`src/rtl/ex_wb_squash_queue.sv`:
```
// ex_wb_squash_queue: execute->writeback buffer with one in-order FIFO per
// execute pipe, round-robin merge onto a single writeback port, and squash
// of buffered results younger than a granted squash.
module ex_wb_squash_queue #(
    parameter int p_num_chans    = 4,
    parameter int p_depth        = 2,
    parameter int p_seq_num_bits = 5,
    parameter int p_msg_bits     = 76
) (
    input  logic                                    clk,
    input  logic                                    rst,
    input  logic [p_num_chans-1:0]                  in_val,
    output logic [p_num_chans-1:0]                  in_rdy,
    input  logic [p_num_chans*p_seq_num_bits-1:0]   in_seq_num,
    input  logic [p_num_chans*p_msg_bits-1:0]       in_msg,
    output logic                                    out_val,
    input  logic                                    out_rdy,
    output logic [$clog2(p_num_chans)-1:0]          out_chan,
    output logic [p_seq_num_bits-1:0]               out_seq_num,
    output logic [p_msg_bits-1:0]                   out_msg,
    input  logic                                    squash_val,
    input  logic [p_seq_num_bits-1:0]               squash_seq_num,
    input  logic [p_seq_num_bits-1:0]               oldest_seq_num,
    output logic [$clog2(p_num_chans*p_depth+1)-1:0] occupancy
);

    localparam int N     = p_num_chans;
    localparam int D     = p_depth;
    localparam int S     = p_seq_num_bits;
    localparam int M     = p_msg_bits;
    localparam int CH_W  = $clog2(N);
    localparam int PTR_W = (D > 1) ? $clog2(D) : 1;
    localparam int CNT_W = $clog2(D + 1);
    localparam int OCC_W = $clog2(N * D + 1);

    // Per-channel FIFO storage (no reset needed: only read behind a count)
    logic [S-1:0]     seq_mem_q [N][D];
    logic [M-1:0]     msg_mem_q [N][D];

    logic [PTR_W-1:0] head_q  [N];
    logic [PTR_W-1:0] head_d  [N];
    logic [CNT_W-1:0] count_q [N];
    logic [CNT_W-1:0] count_d [N];
    logic [CH_W-1:0]  rr_q;
    logic [CH_W-1:0]  rr_d;
    logic [OCC_W-1:0] occ_q;
    logic [OCC_W-1:0] occ_d;

    logic [CNT_W-1:0] kept  [N];
    logic [N-1:0]     cand;
    logic [N-1:0]     wr_en;
    logic [PTR_W-1:0] wr_ptr [N];
    logic [S-1:0]     sq_age;
    logic             grant_found;
    logic [CH_W-1:0]  grant;
    logic             xfer;

    // Age relative to the oldest uncommitted instruction; wraps naturally
    function automatic logic [S-1:0] age_of(input logic [S-1:0] s, input logic [S-1:0] base);
        return s - base;
    endfunction

    // Ready depends on registered count only; deasserted while in reset
    always_comb begin
        for (int unsigned c = 0; c < N; c++) begin
            in_rdy[c] = rst && (count_q[c] != CNT_W'(D));
        end
    end

    // Squash survivors per channel: length of the leading run not younger than the squash
    always_comb begin
        logic             run;
        logic [PTR_W-1:0] idx;
        run    = 1'b0;
        idx    = '0;
        sq_age = age_of(squash_seq_num, oldest_seq_num);
        for (int unsigned c = 0; c < N; c++) begin
            kept[c] = count_q[c];
            if (squash_val) begin
                kept[c] = '0;
                run     = 1'b1;
                for (int unsigned i = 0; i < D; i++) begin
                    idx = PTR_W'((32'(head_q[c]) + i) % D);
                    if (run && (i < 32'(count_q[c])) &&
                        !(age_of(seq_mem_q[c][idx], oldest_seq_num) > sq_age)) begin
                        kept[c] = kept[c] + CNT_W'(1);
                    end else begin
                        run = 1'b0;
                    end
                end
            end
            // A head that survives the squash is a live candidate
            cand[c] = (count_q[c] != '0) && (kept[c] != '0);
        end
    end

    // Round-robin pick: first candidate at or after rr_q, wrapping
    always_comb begin
        logic [CH_W-1:0] idx;
        idx         = '0;
        grant_found = 1'b0;
        grant       = '0;
        for (int unsigned k = 0; k < N; k++) begin
            idx = CH_W'((32'(rr_q) + k) % N);
            if (!grant_found && cand[idx]) begin
                grant_found = 1'b1;
                grant       = idx;
            end
        end
    end

    // Writeback port driven from the granted head, zeroed when idle
    always_comb begin
        out_val     = grant_found;
        out_chan    = '0;
        out_seq_num = '0;
        out_msg     = '0;
        if (grant_found) begin
            out_chan    = grant;
            out_seq_num = seq_mem_q[grant][head_q[grant]];
            out_msg     = msg_mem_q[grant][head_q[grant]];
        end
    end

    // Next-state: pop, truncate, append the surviving enqueue beat, and sum occupancy
    always_comb begin
        logic             pop;
        logic             enq_keep;
        logic [S-1:0]     in_seq_c;
        pop      = 1'b0;
        enq_keep = 1'b0;
        in_seq_c = '0;
        xfer     = grant_found && out_rdy;
        rr_d     = rr_q;
        occ_d    = '0;
        if (xfer) begin
            rr_d = CH_W'((32'(grant) + 1) % N);
        end
        for (int unsigned c = 0; c < N; c++) begin
            in_seq_c = in_seq_num[c*S +: S];
            enq_keep = in_val[c] && in_rdy[c] &&
                       !(squash_val && (age_of(in_seq_c, oldest_seq_num) > sq_age));
            pop      = xfer && (grant == CH_W'(c));
            head_d[c]  = pop ? PTR_W'((32'(head_q[c]) + 1) % D) : head_q[c];
            // The new beat lands just past the surviving entries, relative to the old head
            wr_en[c]   = enq_keep;
            wr_ptr[c]  = PTR_W'((32'(head_q[c]) + 32'(kept[c])) % D);
            count_d[c] = kept[c] - CNT_W'(pop) + CNT_W'(enq_keep);
            occ_d      = occ_d + OCC_W'(count_d[c]);
        end
    end

    // Control state: async active-low reset clears counts, pointers and occupancy
    always_ff @(posedge clk or negedge rst) begin
        if (!rst) begin
            for (int unsigned c = 0; c < N; c++) begin
                head_q[c]  <= '0;
                count_q[c] <= '0;
            end
            rr_q  <= '0;
            occ_q <= '0;
        end else begin
            for (int unsigned c = 0; c < N; c++) begin
                head_q[c]  <= head_d[c];
                count_q[c] <= count_d[c];
            end
            rr_q  <= rr_d;
            occ_q <= occ_d;
        end
    end

    // Payload storage write for accepted, non-squashed beats
    always_ff @(posedge clk) begin
        for (int unsigned c = 0; c < N; c++) begin
            if (wr_en[c]) begin
                seq_mem_q[c][wr_ptr[c]] <= in_seq_num[c*S +: S];
                msg_mem_q[c][wr_ptr[c]] <= in_msg[c*M +: M];
            end
        end
    end

    assign occupancy = occ_q;

endmodule
```
`config.mk`:
```
export PLATFORM = sky130hd
export DESIGN_NAME = ex_wb_squash_queue
export DESIGN_NICKNAME = d
export VERILOG_FILES = /design/src/rtl/ex_wb_squash_queue.sv
export SDC_FILE = /design/constraint.sdc
export NUM_CORES = 1
export LEC_CHECK = 0
export ABC_AREA = 0
export CAP_MARGIN = 20
export CORE_MARGIN = 8
export CORE_UTILIZATION = 25
export CTS_CLUSTER_SIZE = 25
export DETAILED_ROUTE_END_ITERATION = 10
export PLACE_DENSITY = 0.5
export SKIP_LAST_GASP = 1
export SYNTH_ARGS = -nofsm -noshare
export SYNTH_HDL_FRONTEND = slang
export SYNTH_SLANG_ARGS = --single-unit
```
`constraint.sdc`:
```
create_clock -name clk -period 11.1 [get_ports clk]
set_input_delay 1.11 -clock clk [delete_from_list [all_inputs] [get_ports clk]]
set_output_delay 1.11 -clock clk [all_outputs]
set_load 0.02 [all_outputs]
```
; ---- After elaboration in Yosys (flattened, before gate mapping)
; Memory sizes are Yosys's and may differ from the RTL's.
; Index checks and enable logic that the tools add are counted.
[classes]
n_bitwise = 14
multipliers = 0
eq_ne = 7
n_lt_le_gt_ge = 42
div = 0
n_addsub = 40
n_mux = 104
n_reduce_logical = 68
shift = 0
[ops]
columns = cell, count
row1 = 2-to-1 mux 152 bit, 4
row2 = 2-to-1 mux 76 bit, 8
row3 = demux 76 bit (select 1 bit), 4
row4 = 2-to-1 mux 5 bit, 32
row5 = subtractor 5 bit, 13
row6 = > comparator 5 bit, 12
row7 = logical AND 1 bit, 44
row8 = 2-to-1 mux 10 bit, 4
row9 = 2-to-1 mux 2 bit, 17
row10 = "greater-or-equal comparator 2 bit, second input constant", 13
row11 = 2-to-1 mux 1 bit, 26
row12 = NOT 1 -> 2 bit, 13
row13 = demux 5 bit (select 1 bit), 4
row14 = "less-than comparator 1 x 2 -> 1 bit, first input constant", 8
row15 = nonzero test 2 bit, 8
row16 = logical NOT 1 bit, 15
row17 = "adder 2 x 1 -> 2 bit, second input constant", 6
row18 = "less-than comparator 2 x 3 -> 1 bit, second input constant", 4
row19 = binary-select mux 1 bit (select 2 bit), 5
row20 = adder 2 x 1 -> 2 bit, 4
row21 = "less-than comparator 2 x 1 -> 1 bit, second input constant", 4
row22 = "inequality test 2 bit, second input constant", 4
row23 = subtractor 2 x 1 -> 2 bit, 4
row24 = adder 1 bit, 4
row25 = 10 further kinds, 15
[word_totals]
latchBits = 0
reg_bits = 18
ram_bits = 648
out_inout_bits = 92
wordCells = 287
romBits = 0
memories = 2
[memory_table]
columns = name, depth, width, rd, rd_clocked_by_memory_dff, wr, line_no
row1 = msg_mem_q, 4, 152, 1, 0, 4, 38  ; logic [M-1:0] msg_mem_q [N][D];
row2 = seq_mem_q, 4, 10, 5, 0, 4, 37  ; logic [S-1:0] seq_mem_q [N][D];

; ---- Logic depth before layout (Yosys ltp)
; Gate-level depths: netlist (run 1).
[depth]
ltp_word = 37
mapped_depth = 33
ltp_nobuf = 30

; ---- Worst setup path before layout (run 1)
; Ideal clock, no wire load.
[synth_path]
path_kind = input to register
from = in oldest_seq_num[1]
to = reg occ_q[2] (netlist: occupancy[2])
arrival_time_ns = 8.789
path_slack_ns = 2.175
path_stages = 29
cell_sequence = inv_1 -> ha_1 -> a21o_1 -> a21oi_1 -> xor2_1 -> ha_1 -> a41o_1 -> maj3_1 -> and3_1 -> ha_1 -> or3b_1 -> o21ai_2 -> o22ai_2 -> a2111oi_4 -> buf_6 -> buf_4 -> inv_1 -> ha_1 -> and3_1 -> ha_1 -> inv_1 -> ha_1 -> xor2_1 -> xor2_1 -> fa_1 -> inv_1 -> fa_1 -> ha_1 -> fa_1
[synth_via]
elab_chain_len = 31
word_cells_on_any_way = 135
cone_classes = 28 x add/sub / 12 x order compare / 3 x eq/ne / 40 x mux / 52 x reduce/logical
[synth_rtl]
columns = element, line_no
row1 = start: declaration, 23  ; input logic [p_seq_num_bits-1:0] oldest_seq_num,
row2 = branches (longest 30 deep; another with subtractor 5 bit), -
row3 = adder 4 x 2 -> 4 bit *, 149  ; occ_d = occ_d + OCC_W'(count_d[c]);
row4 = named net occ_d[2], 47  ; logic [OCC_W-1:0] occ_d;
row5 = end signal: assignment, 161  ; occ_q <= '0;
row6 = end signal: assignment, 168  ; occ_q <= occ_d;
row7 = end: declaration, 46  ; logic [OCC_W-1:0] occ_q;
; Mark *: on every way through the listed nets, which the timed path passes. The select of a mux whose other input is x is not followed.
; A chain may end at the register's enable or synchronous reset.

; ---- Worst setup path in the final report (run 1)
[layout_path]
from = in oldest_seq_num[0]
to = out out_seq_num[4]
[layout_via]
elab_chain_len = 33
word_cells_on_any_way = 105
cone_classes = 13 x add/sub / 8 x order compare / 47 x mux / 2 x bitwise / 34 x reduce/logical / 1 x memory
[layout_rtl]
columns = element, line_no
row1 = branches (longest 32 deep; another with subtractor 5 bit), -
row2 = 2-to-1 mux 5 bit *, 118  ; if (grant_found) begin
row3 = end: declaration, 19  ; output logic [p_seq_num_bits-1:0] out_seq_num,
; Every way passes the cells marked *. The select of a mux whose other input is x is not followed.

==> out/qor.txt, run 1 <==
max cap viols: 0
worst slew pin tran: 1024 ps
IO Port Bufs: 433
ys flop type: edfxtp_1
logic depth of the worst path, buffers included: 23
Finished Cell Area: 38150 sq um
met1 Use GR: 16.73%
post-route ant nets: 0
synthesized area per cell: 17.90 sq um
Clock Latency Late Sink: 640 ps
vias in the first global route: 18750
Die Wd: 359.1 um
placed instance area: 35700 sq um
Nets: 2605
commonest non-fill, non-tap cells in the layout: edfxtp_1 (648), clkdlybuf4s50_1 (433), nand2_1 (173)
grt ovf: 0
Reg area: 19910 sq um
Reg clk slew, reported paths: 60 ps
hold depth: 2
Seq cells post-synth: 666
R2R cell count: 30
critical path cell sequence: clkdlybuf4s50_1 > buf_4 > ha_1 > fa_1 > ha_1 > nor2b_1 > o21ai_0 > nand2b_1 > a21oi_1 > a41o_1 > maj3_1 > and3_1 > ha_1 > or3b_2 > and2_1 > nor3_1 > a2111oi_4 > buf_4 > mux4_4 > buf_4 > nand2_1 > a21oi_1 > clkdlybuf4s50_1
initial antenna violation count: 32
CP Buf/Inv Count: 5
commonest non-fill, non-tap cell in the layout: edfxtp_1
Mapped Cells: 1644
Worst path slowest cell: mux4_4
DR WL/cell: 25.27 um
# fillers: 11270
setup bufs post-CTS: 0
crit-path max FO: 29
Max stage delay on crit path: 810 ps
Core ar.: 117500 sq um
top post-synthesis cells by area: edfxtp_1 (66%), mux4_2 (13%), ha_1 (5.1%)
family with the most delay on the worst path: buffers and inverters
max-slew violations: 0
Post-synth EDFFs: 648
final hold slack: 621.8 ps
Residual DRC: 0
placed cells: 3581
syn nets: 2124
Max Clock Skew: 27.62 ps
RSZ-0062 raised after global routing: no
Final Hold Viols: 0
layout cell share with drive strength beyond 1: 15.90%
routability cong.: 0.7842
yosys warns: 0
endpoints failing setup: 0
Layout Area Growth over Synthesis: 29.63%
via/cell ratio: 4.489
Worst Hold Class: reg -> reg
Synth cell types: 45
Max-slew headroom: 31.72%
cell taking the most area after synthesis: edfxtp_1
CTS tree: done
met2 usage: 25.43%
Sinks on Clock Net: 666
status: finished, final reports clean
H-tree levels: 3
Starting DRT DRC Count: 971
Top Usage Layer GRT: met2
1st-pass router iterations: 5
first-pass GRT wire length: 133.9 mm
Critical Path RT: 9990 ps
post-cts hold buffer count: 0
DP Wirelength: 64.24 mm
fin crit period: 9468 ps
CTS-repair resized insts: 0
clk buf depth: 3
final worst-path cycle share: 85.30%
top-area cell type share of the netlist area: 66.13%
FFs w/ async S/R, synth: 2.703%
cell area after synthesis: 29430 sq um
CP endpoint kind: output port
Setup crit start kind: input pin
Starting Density: 25.05%
I/O pins: 434
GRT met3 Usage: 4.071%
largest net degree at the start of global routing: 74
Post-Route WL: 94.60 mm
kind of critical path: in -> out
routed vias: 16800
area occupied by multi-input gates: 8975 sq um
Rows: 126
TritonCTS buffer count: 78
CP Data Arrival Time: 8360 ps
fmax: 105.6 MHz
die area: 128900 sq um
GRT Util Overall: 14.31%
sequential share of the synthesized area: 67.66%
fin cells: 3743
die height: 359.1 um
TNS Setup: 0 ps
CTS root buf: clkbuf_16
[registers in the layout, summed over array words and instances (netlist names)]
signal     cells
rr_q           2
seq_mem_q     40
msg_mem_q    608
occupancy      4
count_q        8
head_q         4
[stage by stage]
stage | setup slack [ps] | util [%]
floorplan | 2175 | -
global placement | 1516 | 30.40
detailed placement | 1512 | 30.40
CTS | 1489 | 32.44
global route | 1210 | 32.45
finish | 1632 | 32.48
[path summary, 6_finish.rpt]
path | from | endpoint | slack, ps
worst min register to register | rr_q[0] | rr_q[0] | 620
min in group asynchronous | rst | count_q[7] | 840
worst max register to register | head_q[2] | occupancy[2] | 3050
worst min-delay path | rr_q[0] | rr_q[0] | 620
max in group asynchronous | rst | count_q[3] | 10030
worst max-delay path | oldest_seq_num[0] | out_seq_num[4] | 1630
[layout make-up]
class | count | share of cell area, %
Multi-Input combinational cell | 853 | 23.53
Clock buffer | 96 | 5.405
Antenna cell | 19 | 0.1246
Timing Repair Buffer | 473 | 12.31
Sequential cell | 666 | 52.19
Tap cell | 1536 | 5.038
Inverter | 53 | 0.5215
Clock inverter | 47 | 0.8790
[logic make-up after synthesis]
group	after synthesis	share of synthesized area, %
flip-flops	666	67.66
AND/OR/NAND/NOR	235	3.444
multiplexers	210	14.23
AO/OA/AOI/OAI	193	4.005
adder cells (fa/ha/maj)	146	6.573
buffers and inverters	125	2.041
XOR/XNOR	69	2.054
[metal layers]
metal / vias to the layer above / wire [um]
li1: 7483 / -
met1: 8652 / 37680
met2: 531 / 48420
met3: 128 / 6320
met4: 10 / 2120
met5: - / 53
[Yosys cell counts (all sizes together) (11+ instances only)]
master / instances
o21ai: 15
clkbuf: 24
mux4: 164
xnor2: 45
mux2i: 20
nand2: 173
a21o: 27
ha: 121
o21a: 11
and3: 11
fa: 17
mux2: 26
edfxtp: 648
nor2b: 16
dfrtp: 18
xor2: 24
a21oi: 117
inv: 53
buf: 48
[worst min-delay path, delay by kind of cell (launching register included)]
kind / cells / cell delay [ps]
flip-flops: 1 / 460
AND/OR/NAND/NOR: 1 / 70
AO/OA/AOI/OAI: 1 / 60
Power of run 1 is not shown: default switching activity piles up to over one toggle a cycle in this logic, so the estimate is an artifact.
==> run 2, diff against run 1 <==
--- a/config.mk
+++ b/config.mk
@@ -11,7 +11,7 @@
 export CORE_UTILIZATION = 25
 export CTS_CLUSTER_SIZE = 25
 export DETAILED_ROUTE_END_ITERATION = 10
-export PLACE_DENSITY = 0.5
+export PLACE_DENSITY = 0.42
 export SKIP_LAST_GASP = 1
 export SYNTH_ARGS = -nofsm -noshare
 export SYNTH_HDL_FRONTEND = slang
==> run 2 against run 1 <==
Compared with the run above:
- die area is the same
- routed wire length increased by 5.6%
- worst setup slack improved by 94 ps
- critical endpoint is now out_msg[30]
==> out/qor.txt, run 2 (same netlist as run 1, synthesis figures left out) <==
CTS-repair resized insts: 0 (unchanged)
RSZ-0062 raised after global routing: no
Largest register FFs: 608 (unchanged)
largest net degree at the start of global routing: 107 (+45%)
IO Port Bufs: 433 (unchanged)
Core ar.: 117500 sq um (unchanged)
clk buf depth: 3 (unchanged)
status: finished, final reports clean
crit-path max FO: 33 (+14%)
Rows: 126 (unchanged)
final worst-path cycle share: 84.45% (-0.85 points)
Die Wd: 359.1 um (unchanged)
Clock Latency Late Sink: 640 ps (about the same)
R2R Path Start: head_q[3]
Post-Route WL: 99.88 mm (+5.6%)
hold depth: 2 (unchanged)
Starting DRT DRC Count: 883 (-9.1%)
die height: 359.1 um (unchanged)
placed instance area: 35700 sq um (about the same)
DP Wirelength: 67.69 mm (+5.4%)
Starting Density: 25.05% (unchanged)
first-pass GRT wire length: 140.8 mm (+5.2%)
H-tree levels: 3 (unchanged)
R2R setup slack: 2820 ps (-230 ps)
CTS root buf: clkbuf_16
R2R cell count: 30 (unchanged)
CP endpoint kind: output port
Min-Delay Endpoint: rr_q[0]
I/O pins: 434 (unchanged)
commonest non-fill, non-tap cells in the layout: edfxtp_1 (648), clkdlybuf4s50_1 (433), nand2_1 (173)
routed vias: 16710 (-0.57%)
Finished Cell Area: 38370 sq um (+0.58%)
fin crit period: 9374 ps (-94.29 ps)
Nets: 2605 (unchanged)
post-cts hold buffer count: 0 (unchanged)
DR WL/cell: 26.62 um (+5.3%)
worst slew pin tran: 1047 ps (+22.46 ps)
vias in the first global route: 18830 (+0.42%)
RR Endpoint: occupancy[2]
TNS Setup: 0 ps (unchanged)
GRT Util Overall: 15.16% (+0.85 points)
Final Hold Viols: 0 (unchanged)
initial antenna violation count: 47 (+47%)
via/cell ratio: 4.453 (-0.81%)
setup bufs post-CTS: 0 (unchanged)
routability cong.: 0.7484 (-4.6%)
Setup crit start kind: input pin
commonest non-fill, non-tap cell in the layout: edfxtp_1
Max-slew headroom: 30.23% (-1.5 points)
grt ovf: 0 (unchanged)
Worst Hold Class: reg -> reg
max cap viols: 0 (unchanged)
Sinks on Clock Net: 666 (unchanged)
max-slew violations: 0 (unchanged)
Critical Path RT: 9990 ps (about the same)
Reg clk slew, reported paths: 50 ps (about the same)
layout cell share with drive strength beyond 1: 16.76% (+0.85 points)
die area: 128900 sq um (unchanged)
CP Data Arrival Time: 8260 ps (-100 ps)
Hold Startpoint: rr_q[0]
kind of critical path: in -> out
Max Clock Skew: 33.58 ps (+5.966 ps)
fmax: 106.7 MHz (+1.0%)
endpoints failing setup: 0 (unchanged)
post-route ant nets: 0 (unchanged)
Layout Area Growth over Synthesis: 30.38%
1st-pass router iterations: 5 (unchanged)
TritonCTS buffer count: 80 (+2.6%)
Residual DRC: 0 (unchanged)
CTS tree: done
## run 2: cell types whose count changed in the layout (fill, tap and decap cells not counted), sizes merged
cell | before | now
bufinv | 3 | 6
inv | 59 | 57
diode | 19 | 26
clkinvlp | 3 | 5
buf | 40 | 38
clkbuf | 96 | 97
## run 2: worst max path at each step
stage | from | endpoint | slack, ps | cells after the start
after floorplan | oldest_seq_num[1] | occupancy[2] | 2170 | 29
after global routing | oldest_seq_num[1] | out_msg[30] | 1220 | 22
after global placement | oldest_seq_num[1] | occupancy[2] | 1600 | 30
final | oldest_seq_num[1] | out_msg[30] | 1730 | 22
after CTS | oldest_seq_num[1] | out_msg[30] | 1560 | 22
after detailed placement | oldest_seq_num[1] | occupancy[2] | 1570 | 30
## run 2: layer usage
layer	global-route usage (%)	up-vias	part of all wire, %
met2	26.55	457	51
met5	0	-	0.20
met3	5.476	176	7.6
met4	4.884	32	2.6
met1	17.15	8554	39
li1	-	7489	-
## run 2: metrics by stage
stage | cells | utilization, % | setup slack (ps) | hold WS [ps]
2_1_floorplan | 1644 | - | 2175 | 540.9
3_3_place_gp | 3579 | 30.40 | 1595 | 589.9
3_5_place_dp | 3579 | 30.40 | 1571 | 612.1
4_1_cts | 3726 | 32.61 | 1560 | 622.8
5_1_grt | 3736 | 32.63 | 1223 | 661.5
6_report | 3752 | 32.67 | 1726 | 627.8
## run 2: critical path: stages
cell and delay [ps]:
clkdlybuf4s50_1 440, inv_1 550, buf_4 370, fa_1 440, ha_1 300, nor2b_1 120, o21ai_0 80, nand2b_1 90
a21oi_1 70, a41o_1 220, maj3_1 350, and3_1 180, ha_1 300, or3b_1 400, a221oi_1 270, a21oi_1 130
o21ba_4 640, mux4_4 780, buf_12 300, nand2_1 90, a21oi_1 300, clkdlybuf4s50_1 690
## run 2: area by class of cell
type,instances,area [sq um]
Clock buffer,97,2130
Sequential cell,666,19910
Clock inverter,50,474.2
Antenna cell,26,65.06
Tap cell,1536,1922
Fill cell,11290,79080
Multi-Input combinational cell,853,8975
Inverter,53,198.9
Timing Repair Buffer,471,4695
Power of run 2 is left out for the same reason.
